===== src/rtl/regfile_write_arbiter_if.sv =====
// Write-port bus between the requesters, the clear command source and the
// register-file write arbiter. The arbiter sits on the slave side.
interface regfile_write_arbiter_if #(
  parameter int WORD_LENGTH = 32,
  parameter int NUM_REQ     = 2
);
  logic [NUM_REQ-1:0]             req;
  logic [5*NUM_REQ-1:0]           req_addr;
  logic [WORD_LENGTH*NUM_REQ-1:0] req_data;
  logic [NUM_REQ-1:0]             grant;
  logic                           clear_req;
  logic                           busy;
  logic                           clear_done;
  logic [4:0]                     WriteRegister;
  logic [WORD_LENGTH-1:0]         WriteData;
  logic                           RegWrite;

  modport master (
    output req, req_addr, req_data, clear_req,
    input  grant, busy, clear_done, WriteRegister, WriteData, RegWrite
  );

  modport slave (
    input  req, req_addr, req_data, clear_req,
    output grant, busy, clear_done, WriteRegister, WriteData, RegWrite
  );
endinterface


===== src/rtl/regfile_write_arbiter.sv =====
// Round-robin arbiter for the single register-file write port, with a built-in
// sequencer that zeroes registers 1..31 on command.
module regfile_write_arbiter #(
  parameter int WORD_LENGTH = 32,
  parameter int NUM_REQ     = 2
) (
  input  logic                   clk,
  input  logic                   reset,
  regfile_write_arbiter_if.slave bus
);
  localparam int         PTR_W    = (NUM_REQ > 2) ? 2 : 1;
  localparam logic [4:0] LAST_REG = 5'd31;
  localparam logic [4:0] FIRST_CLR_REG = 5'd1;

  typedef enum logic {
    IDLE  = 1'b0,
    CLEAR = 1'b1
  } state_t;

  state_t                 state_q, state_d;
  logic [PTR_W-1:0]       rr_ptr_q, rr_ptr_d;
  logic [4:0]             clr_cnt_q, clr_cnt_d;
  logic [4:0]             wr_addr_q, wr_addr_d;
  logic [WORD_LENGTH-1:0] wr_data_q, wr_data_d;
  logic                   reg_write_q, reg_write_d;
  logic                   busy_q, busy_d;
  logic                   clear_done_q, clear_done_d;

  logic                   arb_en;
  logic                   win_found;
  logic [PTR_W-1:0]       win_idx;
  logic [4:0]             win_addr;
  logic [WORD_LENGTH-1:0] win_data;
  logic [NUM_REQ-1:0]     grant;

  function automatic logic [PTR_W-1:0] ptr_inc(input logic [PTR_W-1:0] p);
    if (p == PTR_W'(NUM_REQ - 1)) begin
      return '0;
    end
    return p + PTR_W'(1);
  endfunction

  // Cyclic search from rr_ptr: first pass covers rr_ptr..NUM_REQ-1, second wraps to 0..rr_ptr-1.
  always_comb begin
    win_found = 1'b0;
    win_idx   = '0;
    for (int i = 0; i < NUM_REQ; i++) begin
      if (!win_found && bus.req[i] && (i >= int'(rr_ptr_q))) begin
        win_found = 1'b1;
        win_idx   = PTR_W'(i);
      end
    end
    for (int i = 0; i < NUM_REQ; i++) begin
      if (!win_found && bus.req[i] && (i < int'(rr_ptr_q))) begin
        win_found = 1'b1;
        win_idx   = PTR_W'(i);
      end
    end
  end

  always_comb begin
    win_addr = '0;
    win_data = '0;
    for (int i = 0; i < NUM_REQ; i++) begin
      if (win_idx == PTR_W'(i)) begin
        win_addr = bus.req_addr[5*i +: 5];
        win_data = bus.req_data[WORD_LENGTH*i +: WORD_LENGTH];
      end
    end
  end

  // A clear command steals the cycle from every requester, and nothing is granted in reset.
  assign arb_en = !reset && (state_q == IDLE) && !bus.clear_req;

  always_comb begin
    grant = '0;
    for (int i = 0; i < NUM_REQ; i++) begin
      grant[i] = arb_en && win_found && (win_idx == PTR_W'(i));
    end
  end

  always_comb begin
    state_d      = state_q;
    rr_ptr_d     = rr_ptr_q;
    clr_cnt_d    = clr_cnt_q;
    wr_addr_d    = wr_addr_q;
    wr_data_d    = wr_data_q;
    reg_write_d  = 1'b0;
    busy_d       = busy_q;
    clear_done_d = 1'b0;
    case (state_q)
      IDLE: begin
        if (bus.clear_req) begin
          state_d   = CLEAR;
          clr_cnt_d = FIRST_CLR_REG;
          busy_d    = 1'b1;
        end else if (win_found) begin
          // Register 0 is hardwired: the request is consumed but never reaches the decoders.
          wr_addr_d   = win_addr;
          wr_data_d   = win_data;
          reg_write_d = (win_addr != 5'd0);
          rr_ptr_d    = ptr_inc(win_idx);
        end
      end
      CLEAR: begin
        wr_addr_d   = clr_cnt_q;
        wr_data_d   = '0;
        reg_write_d = 1'b1;
        if (clr_cnt_q == LAST_REG) begin
          state_d      = IDLE;
          clr_cnt_d    = FIRST_CLR_REG;
          busy_d       = 1'b0;
          clear_done_d = 1'b1;
        end else begin
          clr_cnt_d = clr_cnt_q + 5'd1;
        end
      end
      default: state_d = IDLE;
    endcase
  end

  // Write-port register stage: outputs go straight to the register-file decoders.
  always_ff @(posedge clk) begin
    if (reset) begin
      state_q      <= IDLE;
      rr_ptr_q     <= '0;
      clr_cnt_q    <= FIRST_CLR_REG;
      wr_addr_q    <= '0;
      wr_data_q    <= '0;
      reg_write_q  <= 1'b0;
      busy_q       <= 1'b0;
      clear_done_q <= 1'b0;
    end else begin
      state_q      <= state_d;
      rr_ptr_q     <= rr_ptr_d;
      clr_cnt_q    <= clr_cnt_d;
      wr_addr_q    <= wr_addr_d;
      wr_data_q    <= wr_data_d;
      reg_write_q  <= reg_write_d;
      busy_q       <= busy_d;
      clear_done_q <= clear_done_d;
    end
  end

  assign bus.grant         = grant;
  assign bus.busy          = busy_q;
  assign bus.clear_done    = clear_done_q;
  assign bus.WriteRegister = wr_addr_q;
  assign bus.WriteData     = wr_data_q;
  assign bus.RegWrite      = reg_write_q;
endmodule


===== src/flat_wrapper.sv =====
// flat-port wrapper written by rule: the top's interface ports become plain ports
module regfile_write_arbiter_flat 
#(
  parameter int WORD_LENGTH = 32,
  parameter int NUM_REQ     = 2
)
  (clk, reset, bus_req, bus_req_addr, bus_req_data, bus_clear_req, bus_grant, bus_busy, bus_clear_done, bus_WriteRegister, bus_WriteData, bus_RegWrite);
  regfile_write_arbiter_if #(.WORD_LENGTH(WORD_LENGTH), .NUM_REQ(NUM_REQ)) bus_i ();
  input  logic clk;
  input  logic reset;
  input wire logic [$bits(bus_i.req)-1:0] bus_req;
  input wire logic [$bits(bus_i.req_addr)-1:0] bus_req_addr;
  input wire logic [$bits(bus_i.req_data)-1:0] bus_req_data;
  input wire logic [$bits(bus_i.clear_req)-1:0] bus_clear_req;
  output wire logic [$bits(bus_i.grant)-1:0] bus_grant;
  output wire logic [$bits(bus_i.busy)-1:0] bus_busy;
  output wire logic [$bits(bus_i.clear_done)-1:0] bus_clear_done;
  output wire logic [$bits(bus_i.WriteRegister)-1:0] bus_WriteRegister;
  output wire logic [$bits(bus_i.WriteData)-1:0] bus_WriteData;
  output wire logic [$bits(bus_i.RegWrite)-1:0] bus_RegWrite;
  assign bus_i.req = bus_req;
  assign bus_i.req_addr = bus_req_addr;
  assign bus_i.req_data = bus_req_data;
  assign bus_i.clear_req = bus_clear_req;
  assign bus_grant = bus_i.grant;
  assign bus_busy = bus_i.busy;
  assign bus_clear_done = bus_i.clear_done;
  assign bus_WriteRegister = bus_i.WriteRegister;
  assign bus_WriteData = bus_i.WriteData;
  assign bus_RegWrite = bus_i.RegWrite;
  regfile_write_arbiter #(.WORD_LENGTH(WORD_LENGTH), .NUM_REQ(NUM_REQ)) u_core (.clk(clk), .reset(reset), .bus(bus_i));
endmodule

===== config.mk =====
export PLATFORM = sky130hd
export DESIGN_NAME = regfile_write_arbiter_flat
export DESIGN_NICKNAME = d
export VERILOG_FILES = /design/src/rtl/regfile_write_arbiter_if.sv /design/src/rtl/regfile_write_arbiter.sv /design/src/flat_wrapper.sv
export SDC_FILE = /design/constraint.sdc
export NUM_CORES = 1
export LEC_CHECK = 0
export BUFFER_PORTS_ARGS = -buffer_cell sky130_fd_sc_hd__clkbuf_2
export CORE_MARGIN = 3
export CORE_UTILIZATION = 31
export DETAILED_ROUTE_END_ITERATION = 8
export GPL_ROUTABILITY_DRIVEN = 0
export PLACE_DENSITY = 0.68
export SLEW_MARGIN = 10
export SYNTH_ARGS = -nofsm -noshare
export SYNTH_HDL_FRONTEND = slang
export SYNTH_SLANG_ARGS = --single-unit

===== constraint.sdc =====
create_clock -name clk -period 5.43 [get_ports clk]
set_input_delay 0.2715 -clock clk [delete_from_list [all_inputs] [get_ports clk]]
set_output_delay 0.2715 -clock clk [all_outputs]
set_load 0.1 [all_outputs]

==> results of run 1 <==
## cell type report
class	instances	area [um^2]
Fill cell	643	3623
Multi-Input combinational cell	129	1094
Sequential cell	47	940.9
Timing Repair Buffer	122	615.6
Tap cell	77	96.34
Clock buffer	7	76.32
Inverter	2	7.507
Clock inverter	1	5.005
## through the flow
| stage | total power [mW] | area [um^2] | utilization | hold WS [ps] | setup WS [ps] |
|---|---|---|---|---|---|
| finish | 0.8378 | 2835 | 0.4390 | 232.1 | 2734 |
| CTS | 0.8474 | 2835 | 0.4390 | 225.3 | 2719 |
| global placement | 0.6420 | 2754 | 0.4264 | 445.8 | 3101 |
| floorplan | 0.5836 | 2112 | - | 383.8 | 2738 |
| global route | 0.8773 | 2835 | 0.4390 | 234.8 | 2629 |
| detailed placement | 0.6437 | 2754 | 0.4264 | 445.8 | 3072 |
## cell usage after synthesis (all sizes together)
library cell / n
dfxtp: 47
mux2i: 37
o2bb2ai: 32
buf: 11
nor2: 11
a21oi: 7
nor2b: 6
a22oi: 5
o22ai: 5
clkbuf: 4
nor3: 3
o21ai: 3
or4: 3
ha: 2
inv: 2
nand2: 2
nand2b: 2
nor3b: 2
a2111oi: 1
a311oi: 1
a31oi: 1
and3: 1
nand4: 1
nor4: 1
o21bai: 1
or2: 1
or3b: 1
## worst paths after layout
check                            from                        to  cells after the start
min                        bus_req[1]           u_core.rr_ptr_q                      2
min reg2reg  u_core.bus.WriteData[12]  u_core.bus.WriteData[12]                      1
max reg2reg           u_core.rr_ptr_q   u_core.bus.WriteData[5]                      4
max                    u_core.state_q              bus_grant[0]                      3
## worst max-delay path, cell delays in order, from the launching register on
cell and delay [ps]:
dfxtp_1 560, or4_4 870, nor2b_1 200, clkbuf_2 470
## registers in the layout, summed over array words and instances, names as in the netlist
| signal | cells |
|---|---|
| u_core.bus.clear_done | 1 |
| u_core.rr_ptr_q | 1 |
| u_core.bus.WriteData | 32 |
| u_core.bus.busy | 1 |
| u_core.state_q | 1 |
| u_core.bus.WriteRegister | 5 |
| u_core.clr_cnt_q | 5 |
| u_core.bus.RegWrite | 1 |
## cell families after synthesis
group | after synthesis | share of synthesized area
simple gates | 34 | 0.09183
fa+ha+maj | 2 | 0.01185
buf+inv | 17 | 0.04502
mux | 37 | 0.1754
flops | 47 | 0.4455
compound gates | 56 | 0.2305
## power groups by stage
| stage | Clock, mW | Sequential [mW] | Combinational [mW] |
|---|---|---|---|
| 6_report | 0.204 | 0.381 | 0.253 |
| 5_1_grt | 0.225 | 0.384 | 0.268 |
| 4_1_cts | 0.211 | 0.381 | 0.256 |
| 3_5_place_dp | 0 | 0.388 | 0.256 |
| 3_3_place_gp | 0 | 0.388 | 0.253 |
| 2_1_floorplan | 0 | 0.509 | 0.0750 |
## routing by layer
layer	vias up	GRT usage
li1	957	-
met1	862	0.1698
met2	76	0.2420
met3	5	0.04004
met4	0	0.05357
met5	-	0
==> reports/metrics.cfg, run 1 <==
[drt]
firstDrtPassIters=4
routed_wl_um=5356
dr_wl_met2_um=2621
route.vias.total=1900
wire_per_inst_um=13.91
highest_layer=met4
via_per_inst=4.935
routed-wl-met3_um=457
drc=0
drtAntennaViolNets=0
met1_length_um=2219
drt_first_iter_violations=56

[sta]
fin_skew_ps=6.897
slew_headroom=0.4963
fin_crit_sh=0.4964
setup_violations=0
min_period_ps=2696
hold_viol_final=0
fin_tns_setup_ps=0
rsz0062_at_grt=no
worstMarginPinSlew_ps=754.5
slew_violations=0
max_freq_mhz=371.0

[cts]
clk-insertion-delay-late_ps=300
root_buffer=clkbuf_8
ctsResizeCount=0
clockBufferDepth=2
cts_max_level=2
clk_pin_slew_worst_paths_ps=90
numCtsBuffers=5
cts_setup_buffers=0
postCtsHoldBufs=0
clkSinkCount=47
cts_tree=built

[placed_design]
placed_cells=377
port-buffer-count=120
hpwlAfterDp_um=4077

[power_and_ir_drop]
intPower_mw=0.5196
combPwrFrac=0.302
seq_power_share=0.454
ir_drop_v=0.0001226
p_per_area_nw_per_um2=295.5
clkPwrFrac=0.243
sw_frac_of_total=0.3798
switching_power_mw=0.3182
p_leak_nw=1.439

[synth]
post_synth_num_cell_types=33
yosysTopAreaCell=dfxtp_1
synthTopCellsByArea=dfxtp_1 45%, mux2i_1 18%, o2bb2ai_1 9.5%
syn_nets=274
yosysSeqAreaShare=0.4455
yosys_warnings=0
ys_ff_latch=47
yosysTopAreaCellShare=0.4455
netlist_instances=193
avgSynthCellArea_um2=10.94
netlist_area_um2=2112

[layout]
drive_gt1_frac=0.4610
antenna_cells=0
areaGrowthSynthToFinish_pct=34.24
most-common-layout-cells=120 x clkbuf_2, 47 x dfxtp_1, 37 x mux2i_1
final_common_cell=clkbuf_2
nets=388
fin_cells=385

[setup_path]
end_kind=output port
rrSetupSlack_ps=3500
worst_ep_arrival_time_ps=2420
critical_path_required_ps=5160
crit_type=flip-flop to output port
crit_path_max_fanout=39
cp-start-kind=flip-flop

[die]
pin_count=121
die_h_um=88.54
die_area_um2=7839
core_area_um2=6459
start_util=0.3270
rows=29
die_w_um=88.54

[outcome]
outcome=complete, no violations

[run]
max_cap_viol_count=0

[global_route]
grt_overflow_total=0
grt_pass1_wl_um=8714
antenna_found_initial=0
track_usage=0.1420
grt_pass1_vias=1900
grt_max_degree=40

[hold_path]
hold_path.class=input pin to flip-flop

No activity file was read; power rests on OpenSTA's default activity.
==> run 2: changes to the inputs <==
Settings changed: PLACE_DENSITY 0.68 to 0.7.
Clock period 5.43 ns to 2.3 ns, I/O delays scaled along.
==> run 2 against run 1 <==
  * Global-route usage shrank 0.94 points
  * Final area grew 2.7%
  * Critical path depth up 3
  * Total power rose by 140%
  * Via count decreased by 0.11%
  * Largest cell class unchanged
  * Largest power group unchanged
==> reports/metrics.cfg, run 2 (synthesis gave the netlist of run 1 again) <==
[die]
pin_count=121
die_w_um=88.54
start_util=0.3270
core_area_um2=6459
die_area_um2=7839
rows=29
die_h_um=88.54

[sta]
slew_violations=0
fin_tns_setup_ps=0
fin_skew_ps=4.391
rsz0062_at_grt=no
hold_ws_ps=82.35
setup_violations=0
max_freq_mhz=529.0
fin_crit_sh=0.8219
hold_viol_final=0
min_period_ps=1890
slew_headroom=0.6292
worstMarginPinSlew_ps=558.6

[outcome]
outcome=complete, no violations

[power_and_ir_drop]
seq_power_share=0.434
p_leak_nw=1.471
clkPwrFrac=0.264
sw_frac_of_total=0.3671
ir_drop_v=0.0003173
combPwrFrac=0.302
switching_power_mw=0.7518
p_per_area_nw_per_um2=703.5
intPower_mw=1.296

[layout]
nets=391
drive_gt1_frac=0.4759
antenna_cells=0
areaGrowthSynthToFinish_pct=37.86
final_common_cell=clkbuf_2
most-common-layout-cells=118 x clkbuf_2, 47 x dfxtp_1, 37 x mux2i_1
largest_reg_flops=32

[cts]
clk-insertion-delay-late_ps=290
numCtsBuffers=5
clkSinkCount=47
ctsResizeCount=0
clk_pin_slew_worst_paths_ps=90
cts_setup_buffers=0
cts_tree=built
root_buffer=clkbuf_8
cts_max_level=2
postCtsHoldBufs=0
clockBufferDepth=2

[setup_path]
crit_path_max_fanout=6
crit_top_cell=ha_1
cp.depth=6
worstPathCellList=ha_1 > and3_1 > ha_1 > nand2b_1 > or3b_2 > a21oi_1
crit_type=flip-flop to flip-flop
cp-start-kind=flip-flop
worst_ep_arrival_time_ps=2120
critPathTopFamily=simple AND/OR/NAND/NOR gates
end_kind=flip-flop
cp_num_buf_inv=0
reg2reg_depth=6
critical_path_required_ps=2530
critPathMaxStageDelay_ps=490
critPathSlowestCell=or3b_2

[run]
max_cap_viol_count=0

[drt]
route.vias.total=1898
via_per_inst=4.892
drt_first_iter_violations=38
firstDrtPassIters=4
drtAntennaViolNets=0
routed_wl_um=5237
drc=0
wire_per_inst_um=13.50

[hold_path]
hold_depth=2
hold_path.class=input pin to flip-flop

[global_route]
grt_max_degree=33
grt_pass1_vias=1806
track_usage=0.1327
grt_overflow_total=0
grt_pass1_wl_um=8217
antenna_found_initial=0

[placed_design]
hpwlAfterDp_um=4012
port-buffer-count=120

-- run 2: cell count changes in the layout (fill, tap and decap cells not counted) --
cell,previous run,this run
clkbuf_8,5,7
nor2b_2,0,1
nor2_1,11,10
clkbuf_2,120,118
clkinv_2,1,0
nor2b_1,6,5
clkbuf_1,2,1
nor2_2,0,1
buf_12,0,2
buf_4,2,5
-- run 2: worst paths after layout --
| kind | from | to | slack (ps) |
|---|---|---|---|
| setup / recovery | u_core.clr_cnt_q[0] | u_core.clr_cnt_q[2] | 410 |
| hold / removal | bus_req[1] | u_core.rr_ptr_q | 80 |
| setup reg to reg | u_core.clr_cnt_q[0] | u_core.clr_cnt_q[2] | 410 |
| hold reg to reg | u_core.bus.WriteData[17] | u_core.bus.WriteData[17] | 470 |
-- run 2: power groups by stage --
stage | Combinational (mW) | Sequential [mW] | Clock, mW
after global routing | 0.652 | 0.898 | 0.593
after global placement | 0.619 | 0.907 | 0
after detailed placement | 0.623 | 0.908 | 0
after CTS | 0.624 | 0.890 | 0.568
final | 0.618 | 0.890 | 0.541
after floorplan | 0.178 | 1.20 | 0
-- run 2: through the flow --
step	utilization	total power [mW]	setup slack (ps)	area [um^2]	cells
3_3_place_gp	0.4353	1.526	493.2	2811	380
2_1_floorplan	-	1.379	234.5	2117	193
5_1_grt	0.4508	2.143	303.6	2912	388
6_report	0.4508	2.048	409.6	2912	388
3_5_place_dp	0.4353	1.531	441.1	2811	380
4_1_cts	0.4508	2.083	413.3	2912	388
-- run 2: per-layer routing --
layer,global-route usage,vias up,wire (um)
li1,-,963,-
met1,0.1666,855,2247
met2,0.2284,78,2571
met3,0.03259,2,393
met4,0.03297,0,25
met5,0,-,0
-- run 2: area by class of cell --
class / count / area, um^2
Fill cell: 630 / 3547
Multi-Input combinational cell: 129 / 1099
Sequential cell: 47 / 940.9
Timing Repair Buffer: 125 / 668.1
Clock buffer: 8 / 100.1
Tap cell: 77 / 96.34
Inverter: 2 / 7.507
==> run 3: changes to the inputs <==
Settings changed: PLACE_DENSITY 0.7 to 0.68.
Clock period 2.3 ns to 1.8 ns, I/O delays scaled along.
==> run 3 against run 2 <==
  * Worst hold slack lost 13 ps
  * Setup slack lost 340 ps
  * Clock power grew 17%
  * Clock skew shrank 2.6 ps
  * Highest routed layer unchanged
==> reports/metrics.cfg, run 3 (synthesis gave the netlist of run 1 again) <==
[outcome]
outcome=complete, no violations

[setup_path]
end_kind=output port
crit_path_max_fanout=24
crit_type=flip-flop to output port
critical_path_required_ps=1710
worst_ep_arrival_time_ps=1640
cp-start-kind=flip-flop

[power_and_ir_drop]
p_leak_nw=1.501
ir_drop_v=0.0003795
clkPwrFrac=0.246
combPwrFrac=0.315
p_per_area_nw_per_um2=869.8
intPower_mw=1.626
sw_frac_of_total=0.3705
switching_power_mw=0.9572
power.total_mw=2.584
seq_power_share=0.439

[die]
start_util=0.3270
core_area_um2=6459
pin_count=121
die_w_um=88.54
rows=29
die_h_um=88.54
die_area_um2=7839

[placed_design]
placed_cells=383
port-buffer-count=120
dpl_cell_area_um2=2882
hpwlAfterDp_um=3916

[cts]
root_buffer=clkbuf_8
clkSinkCount=47
clk-insertion-delay-late_ps=290
cts_tree=built
clockBufferDepth=2
cts_max_level=2
postCtsHoldBufs=0
clk_pin_slew_worst_paths_ps=80
numCtsBuffers=5

[layout]
areaGrowthSynthToFinish_pct=40.64
nets=394
final_common_cell=clkbuf_2
fin_cells=390
fin_util=0.4599
largest_reg_flops=32
drive_gt1_frac=0.4856
most-common-layout-cells=118 x clkbuf_2, 46 x dfxtp_1, 37 x mux2i_1
layout.cell_area.non_filler_um2=2970
antenna_cells=0
fillers=634

[drt]
route.vias.total=1960
wire_per_inst_um=13.23
firstDrtPassIters=4
drtAntennaViolNets=0
routed_wl_um=5161
via_per_inst=5.026
drc=0
drt_first_iter_violations=70

[sta]
worstMarginPinSlew_ps=549.3
hold_viol_final=0
setup_violations=0
fin_crit_sh=0.9615
slew_headroom=0.6354
min_period_ps=1731
rsz0062_at_grt=yes
fin_skew_ps=1.746
max_freq_mhz=577.8
slew_violations=0

[hold_path]
hold_path.class=input pin to flip-flop

[global_route]
met1_usage=0.1662
grt_max_degree=33
grt_pass1_vias=1751
track_usage=0.1267
gr-usage-met3=0.03166
grt_pass1_wl_um=7948
grt_overflow_total=0
antenna_found_initial=0
grt-busiest-layer=met2
use_met2=0.2087

[run]
max_cap_viol_count=0

run 3: changes by cell type in the layout (fill, tap and decap cells not counted):
cell and change:
buf_12 +3, clkbuf_1 -1, clkbuf_8 -1, clkinv_2 +1, dfxtp_1 -1, dfxtp_2 +1
nor2_2 -1, nor2_4 +1, nor2b_2 -1, nor2b_4 +1
run 3: repair_timing:
action | CTS | global route
setup buffers | 0 | 0
gates resized for setup | 0 | 1
endpoints found under the hold margin | 0 | 0
endpoints found under the setup margin | 1 | 3
cloned | 0 | 0
pin swaps | 1 | 1
run 3: worst paths after layout:
| path | startpoint | end | slack (ps) | depth (start not counted) |
|---|---|---|---|---|
| worst min-delay path | bus_req[1] | u_core.rr_ptr_q | 70 | 2 |
| worst max-delay path | u_core.state_q | bus_grant[0] | 70 | 3 |
| worst max register to register | u_core.clr_cnt_q[1] | u_core.clr_cnt_q[2] | 80 | 6 |
| worst min register to register | u_core.bus.busy | u_core.bus.busy | 460 | 2 |
run 3: critical path, cell delays in order (launching register included):
cell	delay, ps
dfxtp_1	320
or4_4	670
nor2b_4	190
buf_12	180
run 3: stage by stage:
step	setup slack, ps	TNS, ps	hold slack, ps
floorplan	50.03	0	202.3
global route	-9.981	-9.981	70.34
finish	69.33	0	69.43
detailed placement	77.65	0	374.2
global placement	112.0	0	365.7
CTS	36.67	0	60.98
run 3: power groups by stage:
stage / Combinational, mW / Sequential, mW / Clock (mW)
finish: 0.814 / 1.14 / 0.635
global route: 0.858 / 1.14 / 0.700
floorplan: 0.230 / 1.53 / 0
CTS: 0.821 / 1.14 / 0.666
detailed placement: 0.820 / 1.16 / 0
global placement: 0.815 / 1.16 / 0
run 3: metal layers:
| metal | wire length, um | vias up |
|---|---|---|
| li1 | - | 978 |
| met1 | 2353 | 891 |
| met2 | 2379 | 89 |
| met3 | 404 | 2 |
| met4 | 23 | 0 |
| met5 | 0 | - |
run 3: cell type report:
| class | instances | area (um^2) | area share |
|---|---|---|---|
| multi-input cells | 129 | 1109 | 0.3732 |
| flip-flops and latches | 47 | 942.2 | 0.3172 |
| repair buffers | 128 | 728.2 | 0.2452 |
| well taps | 77 | 96.34 | 0.03243 |
| clock buffers | 6 | 82.58 | 0.02780 |
| inverters | 2 | 7.507 | 0.002527 |
| clock inverters | 1 | 5.005 | 0.001685 |
